File: config.mk
export PLATFORM = sky130hd
export DESIGN_NAME = serial_adder
export DESIGN_NICKNAME = d
export VERILOG_FILES = /design/src/rtl/serial_adder.sv
export SDC_FILE = /design/constraint.sdc
export NUM_CORES = 1
export LEC_CHECK = 0
export CORE_MARGIN = 2
export CORE_UTILIZATION = 40
export CTS_CLUSTER_SIZE = 10
export DETAILED_ROUTE_END_ITERATION = 16
export PLACE_DENSITY = 0.66
export SYNTH_ARGS = -nofsm -noshare
export SYNTH_HDL_FRONTEND = slang
export SYNTH_SLANG_ARGS = --single-unit
File: constraint.sdc
create_clock -name clk -period 1.7 [get_ports clk]
set_clock_uncertainty 0.1 [all_clocks]
set_input_delay 0.34 -clock clk [delete_from_list [all_inputs] [get_ports clk]]
set_output_delay 0.34 -clock clk [all_outputs]
set_load 0.005 [all_outputs]
File: src/rtl/serial_adder.sv
// Bit-serial adder/subtractor: a single full-adder cell and a carry flop
// consume one operand bit per clock, LSB first, behind a start/busy/done handshake.
module serial_adder #(
    parameter int WIDTH  = 8,
    parameter bit SUB_EN = 1'b1
) (
    input  logic             clk,
    input  logic             rst_n,
    input  logic             start,
    input  logic [WIDTH-1:0] a,
    input  logic [WIDTH-1:0] b,
    input  logic             cin,
    input  logic             sub,
    output logic             busy,
    output logic             done,
    output logic [WIDTH-1:0] sum,
    output logic             cout,
    output logic             ovf
);

    localparam int CW = (WIDTH > 1) ? $clog2(WIDTH) : 1;

    typedef enum logic [1:0] {IDLE, RUN, DONE} state_t;

    state_t           state_reg;
    logic [WIDTH-1:0] a_reg;
    logic [WIDTH-1:0] b_reg;
    logic [WIDTH-1:0] sum_reg;
    logic             carry_reg;
    logic [CW-1:0]    cnt_reg;
    logic             busy_reg;
    logic             done_reg;
    logic             cout_reg;
    logic             ovf_reg;

    logic             do_sub;
    logic             s_bit;
    logic             carry_next;
    logic [WIDTH-1:0] sum_next;

    assign do_sub     = sub & SUB_EN;
    assign s_bit      = a_reg[0] ^ b_reg[0] ^ carry_reg;
    assign carry_next = (a_reg[0] & b_reg[0]) | (a_reg[0] & carry_reg) | (b_reg[0] & carry_reg);

    // New result bit enters at the MSB so that after WIDTH shifts bit 0 sits at the LSB.
    generate
        if (WIDTH == 1) begin : g_sum_w1
            assign sum_next = s_bit;
        end else begin : g_sum_wn
            assign sum_next = {s_bit, sum_reg[WIDTH-1:1]};
        end
    endgenerate

    always_ff @(posedge clk or negedge rst_n) begin
        if (!rst_n) begin
            state_reg <= IDLE;
            a_reg     <= '0;
            b_reg     <= '0;
            sum_reg   <= '0;
            carry_reg <= 1'b0;
            cnt_reg   <= '0;
            busy_reg  <= 1'b0;
            done_reg  <= 1'b0;
            cout_reg  <= 1'b0;
            ovf_reg   <= 1'b0;
        end else begin
            case (state_reg)
                IDLE, DONE: begin
                    done_reg <= 1'b0;
                    if (start) begin
                        // Subtraction is a + ~b + 1: invert B and seed the carry with 1.
                        a_reg     <= a;
                        b_reg     <= do_sub ? ~b : b;
                        carry_reg <= do_sub ? 1'b1 : cin;
                        cnt_reg   <= '0;
                        busy_reg  <= 1'b1;
                        state_reg <= RUN;
                    end else begin
                        state_reg <= IDLE;
                    end
                end
                RUN: begin
                    a_reg     <= a_reg >> 1;
                    b_reg     <= b_reg >> 1;
                    carry_reg <= carry_next;
                    sum_reg   <= sum_next;
                    cnt_reg   <= cnt_reg + 1'b1;
                    if (cnt_reg == CW'(WIDTH - 1)) begin
                        // carry_reg here is the carry into the MSB.
                        cout_reg  <= carry_next;
                        ovf_reg   <= carry_reg ^ carry_next;
                        busy_reg  <= 1'b0;
                        done_reg  <= 1'b1;
                        state_reg <= DONE;
                    end
                end
                default: begin
                    state_reg <= IDLE;
                    busy_reg  <= 1'b0;
                    done_reg  <= 1'b0;
                end
            endcase
        end
    end

    assign busy = busy_reg;
    assign done = done_reg;
    assign sum  = sum_reg;
    assign cout = cout_reg;
    assign ovf  = ovf_reg;

endmodule

; Word-level counts from Yosys, hierarchy flattened
; Cells that the tools add are included.
[op_classes]
reduce_logical = 6
n_addsub = 1
bitwise = 9
eq_ne = 5
muxes = 18
[ops]
columns = cell, n
row1 = $pmux 8 s2, 2
row2 = $mux 8, 3
row3 = $not 8->8, 1
row4 = $mux 1, 7
row5 = $pmux 3 s2, 1
row6 = $reduce_and 2->1, 3
row7 = $ne 2x2->1 const B, 2
row8 = $pmux 1 s2, 2
row9 = $pmux 2 s2, 1
row10 = $add 3x1->3 const B, 1
row11 = $and 1x1->1, 3
row12 = $eq 3x3->1 const B, 1
row13 = $mux 3, 1
row14 = $xor 1x1->1, 3
row15 = $eq 2x1->1 const B, 1
row16 = $eq 2x2->1 const B, 1
row17 = $logic_not 2->1, 1
row18 = $mux 2, 1
row19 = $or 1x1->1, 2
row20 = $reduce_bool 2->1, 1
row21 = $reduce_or 2->1, 1
[word_totals]
out_inout_bits = 12
elab_cells = 49
regBits = 34
input_bits = 21

; Longest topological paths before layout
; Gate-level depths: netlist of the first run.
[depth]
depth_word = 4
ltp_mapped = 5
mapped_depth_nobuf = 5

; Least setup slack after synthesis of the first run
; Ideal clock, no wire load.
[synth_path]
path_type = reg2reg
start = reg cnt_reg[0]
end = reg cout_reg, in the netlist cout
path_stages_with_launch = 5
required_ns = 1.475
synth_period_minus_slack_ns = 1.395
setup_time_ns = 0.125
path_buffers = 0
setup_slack_ns = 0.305
arrival_time_ns = 1.170
path_cell_list = dfrtp_1 -> ha_1 -> ha_1 -> and2_1 -> mux2_2
[synth_between]
elab_chain_len = 2
[synth_lines]
columns = item, line_no
row1 = "start, declared", 30  ; logic [CW-1:0] cnt_reg;
row2 = "start signal, assigned", 87  ; cnt_reg <= cnt_reg + 1'b1;
row3 = $eq 3x3->1, 88  ; if (cnt_reg == CW'(WIDTH - 1)) begin
row4 = $reduce_and 2->1 (no source line), --
row5 = "end signal, assigned", 90  ; cout_reg <= carry_next;
row6 = "end, declared", 33  ; logic cout_reg;
; Every way passes these cells.
; A chain may end at the register's enable or synchronous reset.

; Worst setup path after layout of the first run
[layout_path]
start = reg done_reg, in the netlist done
end = out done
[layout_lines]
columns = item, line_no
row1 = "start, declared", 32  ; logic done_reg;
row2 = "start signal, assigned", 63  ; done_reg <= 1'b0;
row3 = "start signal, assigned", 69  ; done_reg <= 1'b0;
row4 = "start signal, assigned", 93  ; done_reg <= 1'b1;
row5 = "end, declared", 15  ; output logic done,
; No word-level cell between the ends.

==> impl_metrics.csv, run 1 <==
group,metric,value,unit
outcome,outcome,"complete, no violations",
cts,cts_inserted_buffers,5,
sta,max_freq,606,MHz
job,max_cap_violations,0,
layout,filler_cell_count,308,
pwr,total_leakage_power,0.901,nW
sta,tightest_slew,0.410,ns
grt,antenna_found_initial,0,
synth,synthCells,111,
critical_path,startpoint_type,"flop",
synth,synth-edff-count,0,
min_path,worstHoldPathType,"input pin to async pin",
sta,timing.max_slew.rel_slack,72.7,%
sta,finalCriticalPeriod,1.65,ns
layout,area_growth_syn_to_layout,32.8,%
critical_path,worst_ep_arrival_time,1.21,ns
grt,first_global_vias,1061,
sta,setup_viol,0,
synth,dominant_cell_type_by_area_after_synthesis,"dfrtp_1",
critical_path,worstPathRequired,1.26,ns
layout,diodes,0,
synth,yosys_warns,0,
synth,synth-seq-area-share,56.0,%
grt,overflow,0,
pwr,internal_power,2.55,mW
synth,synthesis.area,1480,um2
drt,routed_via_count,996,
layout,nets,174,
floorplanning,core-area,3610,um2
synth,post_syn_area_per_cell,13.3,um2
pwr,power.density,1850,nW/um2
grt,maximum_number_of_pins_on_one_net_before_global_route_repair,34,
floorplanning,die-area,4190,um2
sta,finalMaxSlewViolations,0,
critical_path,worstSetupPathType,"flop to primary output",
critical_path,timing.critical_path.slowest_cell_delay,0.53,ns
synth,synth_largest_type_area_fraction,56.0,%
critical_path,crit-reg2reg-launch,"cnt_reg[0]",
synth,synth_cell_type_count,23,
floorplanning,die_w,64.7,um
layout,final_layout_size_suffix_gt1_share,18.5,%
pwr,power_frac_seq,38.5,%
pwr,power_switching,1.08,mW
critical_path,timing.critical_path.fanout_max,3,
synth,synth-main-ff-cell,"dfrtp_1",
floorplanning,die_extent_in_y,64.7,um
cts,postCtsSetupRepairBufs,0,
grt,grt.total_usage,14.9,%
drt,dr.first_iter.drc_count,49,
floorplanning,placement_rows,22,
sta,hold_ws,0.357,ns
cts,cts.sink_count,33,
critical_path,cp.buffers_inverters,1,
cts,tritoncts,"built",
cts,clk_latency,0.29,ns
grt,grt_pass1_wl,4710,um
pwr,power.share.clock,20.7,%
synth,synth.area.top_cells,"dfrtp_1 56%, mux2_2 7.6%, a22o_1 6.5%",
pwr,fraction_of_power_spent_switching_nets,29.8,%
synth,synthMostInstantiatedCell,"dfrtp_1",
critical_path,worst_setup_path_startpoint,"done",
placed_design,hpwl,1960,um
cts,cts_buffer_depth,2,
sta,fin_crit_sh,97.1,%
floorplanning,design.portCount,33,
cts,htree_num_levels,2,
drt,routed_wire_length_per_instance,13.7,um
cts,clkTransAtPathRegs,0.07,ns
synth,ys_seq_elements,33,
critical_path,setup.worst_path.end_class,"primary output",
cts,ctsResizeCount,0,
pwr,design_power_total,3.63,mW
placed_design,port_buffers,32,
cts,root_buffer,"clkbuf_8",
critical_path,cp_slowest_cell,"clkdlybuf4s50_1",
synth,yosys-top-cells-count,"33 x dfrtp_1, 11 x a22o_1, 11 x nor2_1",
drt,final_antenna_net_count,0,
drt,first_pass_iters,4,
floorplanning,start_util,40.9,%
sta,grt_setup_unrepaired,"no",
cts,cts_hold_repair.buffers,0,
sta,final_number_of_hold_violating_endpoints,0,
synth,asyncSetResetFlopFracSynth,100,%
drt,post-route-drc-count,0,
critical_path,critical_path.cell_chain,"clkdlybuf4s50_1",
pwr,combPwrFrac,40.8,%
critical_path,cpLargestDelayFamily,"buffers and inverters",
placed_design,gp_congestion,0.715,
drt,vias_per_cell,5.01,
pwr,vdd.ir_drop.worst,812,uV
drt,detail_route.wirelength,2720,um
synth,post_synth_net_total,135,
==> per-layer routing <==
layer / vias to the layer above / track usage, % / part of all wire (%)
met5: - / 0 / 0
met4: 0 / 4.79 / 1.4
met3: 5 / 5.21 / 4.7
met2: 23 / 25.1 / 51
met1: 494 / 17.7 / 43
li1: 474 / - / -
==> layout make-up <==
cell class | count | area [um2] | share of cell area [%]
clock buffer | 7 | 86.3 | 4.41
inverter | 1 | 3.75 | 0.192
tap | 48 | 60.1 | 3.07
clock inverter | 1 | 30.0 | 1.53
multi-input combinational | 69 | 573 | 29.2
timing repair buffer | 40 | 380 | 19.4
sequential | 33 | 826 | 42.1
==> per-stage QoR <==
| step | setup WS, ns | cell area (um2) | setup TNS [ns] | std cells | utilization, % |
|---|---|---|---|---|---|
| finish | 0.0489 | 1960 | 0 | 199 | 54.3 |
| global route | 0.000302 | 1960 | 0 | 199 | 54.3 |
| CTS | 0.0364 | 1960 | 0 | 199 | 54.3 |
| detailed placement | -0.0660 | 1840 | -0.504 | 191 | 51.1 |
| global placement | -0.0304 | 1840 | -0.229 | 191 | 51.1 |
| floorplan | 0.305 | 1480 | 0 | 111 | - |
==> cell families after synthesis <==
| logic type | share of synthesized area (%) |
|---|---|
| adders and majority gates | 3.05 |
| xor gates and xnor gates | 5.34 |
| AOI/OAI and AO/OA | 16.9 |
| buffers and inverters | 5.17 |
| and+or+nand+nor | 5.94 |
| DFF | 56.0 |
| muxes | 7.63 |
==> worst paths after layout <==
path	slack [ns]	cells after the start	end
worst min register to register	0.38	1	a_reg[4]
min in group clk	0.38	1	a_reg[4]
worst min-delay path	0.36	2	b_reg[6]
worst max register to register	0.24	4	cout
worst max-delay path	0.05	1	done
max in group asynchronous	0.84	2	cnt_reg[0]
==> power groups by stage <==
stage | clock, mW | sequential, mW | combinational [mW]
final | 0.752 | 1.40 | 1.48
after CTS | 0.769 | 1.40 | 1.51
after global routing | 0.820 | 1.44 | 1.63
after global placement | 0 | 1.39 | 1.45
after floorplan | 0 | 1.37 | 1.05
after detailed placement | 0 | 1.41 | 1.50
==> cells in the final DEF (no fill, tap or decap), types with 6 or more instances in the layout <==
master,instances
xnor2_1,8
clkdlybuf4s50_1,32
buf_4,8
mux2_2,10
clkbuf_8,6
nor2_1,11
a22o_1,11
dfrtp_1,33
a221o_1,8
a21o_1,7
Power figures use the tool's default switching activity.
==> inputs of run 2 (changes only) <==
--- a/config.mk
+++ b/config.mk
@@ -7,7 +7,6 @@
 export LEC_CHECK = 0
 export CORE_MARGIN = 2
 export CORE_UTILIZATION = 40
-export CTS_CLUSTER_SIZE = 10
 export DETAILED_ROUTE_END_ITERATION = 16
 export PLACE_DENSITY = 0.66
 export SYNTH_ARGS = -nofsm -noshare
==> results of run 2 <==
Final layout, timing and power as in run 1 (identical DEF).
==> inputs of run 3 (changes only) <==
==> constraint.sdc (replaced) <==
create_clock -name clk -period 2.1 [get_ports clk]
set_clock_uncertainty 0.1 [all_clocks]
set_input_delay 0.42 -clock clk [delete_from_list [all_inputs] [get_ports clk]]
set_output_delay 0.42 -clock clk [all_outputs]
set_load 0.005 [all_outputs]
==> run 3 against run 2 <==
  * Utilization down 1.8 points
  * Combinational power down 20%
  * Global-route usage down 0.30 points
  * Critical path type unchanged
  * Highest routed layer is now met3
==> impl_metrics.csv, run 3 (same netlist as run 1, synthesis figures left out) <==
group,metric,value,unit
sta,grt_setup_unrepaired,"no",
floorplanning,die_extent_in_y,64.7,um
pwr,internal_power,1.88,mW
pwr,power_frac_seq,41.1,%
critical_path,startpoint_type,"flop",
cts,cts_inserted_buffers,5,
grt,grt_pass1_wl,4640,um
cts,cts_buffer_depth,2,
layout,stdcell_area,1900,um2
critical_path,timing.critical_path.slowest_cell_delay,0.52,ns
critical_path,cp_slowest_cell,"clkdlybuf4s50_1",
grt,global_route.usage.met3,5.38,%
critical_path,setup.worst_path.end_class,"primary output",
sta,totalNegativeSetupSlack,0,ns
min_path,worstHoldPathType,"flop to flop",
grt,overflow,0,
sta,final_number_of_hold_violating_endpoints,0,
placed_design,port_buffers,32,
drt,detail_route.wirelength,2690,um
cts,clkTransAtPathRegs,0.06,ns
pwr,power_switching,0.869,mW
layout,final_layout_size_suffix_gt1_share,16.3,%
grt,globalRoute.busiestLayer,"met2",
critical_path,worstSetupPathType,"flop to primary output",
sta,finalCriticalPeriod,1.73,ns
floorplanning,start_util,40.9,%
sta,max_freq,580,MHz
grt,grt.total_usage,14.6,%
cts,cts_hold_repair.buffers,0,
pwr,total_leakage_power,0.868,nW
floorplanning,core-area,3610,um2
pwr,power.share.clock,16.1,%
sta,setup_viol,0,
layout,filler_cell_count,324,
floorplanning,design.portCount,33,
drt,post-route-drc-count,0,
grt,first_global_vias,1032,
critical_path,cp.buffers_inverters,1,
cts,ctsResizeCount,0,
layout,final_cell_mix,"33 x dfrtp_1, 32 x clkdlybuf4s50_1, 11 x a22o_1, 11 x nor2_1, 10 x mux2_2",
sta,timing.max_slew.rel_slack,69.2,%
critical_path,timing.critical_path.fanout_max,3,
drt,routed_wire_length_per_instance,13.8,um
placed_design,hpwl,1930,um
drt,first_pass_iters,5,
critical_path,cpLargestDelayFamily,"buffers and inverters",
cts,root_buffer,"clkbuf_8",
grt,grtUsageMet2,25.5,%
drt,final_antenna_net_count,0,
floorplanning,die-area,4190,um2
layout,diodes,0,
pwr,combPwrFrac,42.8,%
sta,finalMaxSlewViolations,0,
critical_path,worst_ep_arrival_time,1.21,ns
layout,mostFrequentLayoutCell,"dfrtp_1",
outcome,outcome,"complete, no violations",
pwr,power.density,1450,nW/um2
grt,antenna_found_initial,0,
layout,nets,170,
drt,routed_via_count,999,
grt,maximum_number_of_pins_on_one_net_before_global_route_repair,34,
placed_design,dpl_cell_area,1810,um2
cts,postCtsSetupRepairBufs,0,
grt,use_met1,16.6,%
drt,vias_per_cell,5.12,
pwr,fraction_of_power_spent_switching_nets,31.6,%
cts,tritoncts,"built",
sta,fin_crit_sh,82.2,%
placed_design,gp_congestion,0.698,
critical_path,worstPathRequired,1.58,ns
cts,cts.sink_count,33,
cts,htree_num_levels,2,
cts,clk_latency,0.28,ns
drt,dr.first_iter.drc_count,23,
pwr,vdd.ir_drop.worst,726,uV
job,max_cap_violations,0,
layout,area_growth_syn_to_layout,28.5,%
floorplanning,die_w,64.7,um
pwr,design_power_total,2.75,mW
floorplanning,placement_rows,22,
critical_path,critical_path.cell_chain,"clkdlybuf4s50_1",
sta,tightest_slew,0.461,ns
[run 3: layout make-up]
cell class | count | area, um2 | area share, %
Clock buffer | 6 | 72.6 | 3.83
Inverter | 1 | 3.75 | 0.198
Timing Repair Buffer | 36 | 350 | 18.5
Sequential cell | 33 | 826 | 43.6
Multi-Input combinational cell | 69 | 573 | 30.2
Tap cell | 48 | 60.1 | 3.17
Clock inverter | 2 | 10.0 | 0.528
[run 3: power groups by stage]
stage	Clock (mW)	Combinational [mW]	Sequential [mW]
after floorplan	0	0.847	1.11
after global placement	0	1.15	1.13
after detailed placement	0	1.18	1.14
after CTS	0.456	1.19	1.13
after global routing	0.498	1.29	1.18
final	0.442	1.18	1.13
[run 3: per-layer routing]
layer  up-vias  share of wire (%)
met5         -                  0
li1        468                  -
met4         0                  0
met3         0                5.1
met2        24                 53
met1       507                 42
[run 3: through the flow]
| step | hold WS [ns] | setup WS [ns] | instances | util (%) |
|---|---|---|---|---|
| final | 0.377 | 0.375 | 195 | 52.6 |
| after global routing | 0.395 | 0.333 | 195 | 52.6 |
| after CTS | 0.380 | 0.358 | 195 | 52.6 |
| after detailed placement | 0.366 | 0.184 | 187 | 50.3 |
| after global placement | 0.360 | 0.208 | 187 | 50.3 |
| after floorplan | 0.0244 | 0.705 | 111 | - |
[run 3: worst paths after layout]
kind / start / to / slack [ns] / cells past startpoint
worst max-delay path: done / done / 0.37 / 1
worst min-delay path: a_reg[2] / a_reg[2] / 0.38 / 1
worst max register to register: state_reg[0] / sum[4] / 0.51 / 3
worst min register to register: a_reg[2] / a_reg[2] / 0.38 / 1
max in group asynchronous: rst_n / busy / 1.16 / 2
min in group asynchronous: rst_n / b_reg[4] / 0.44 / 2
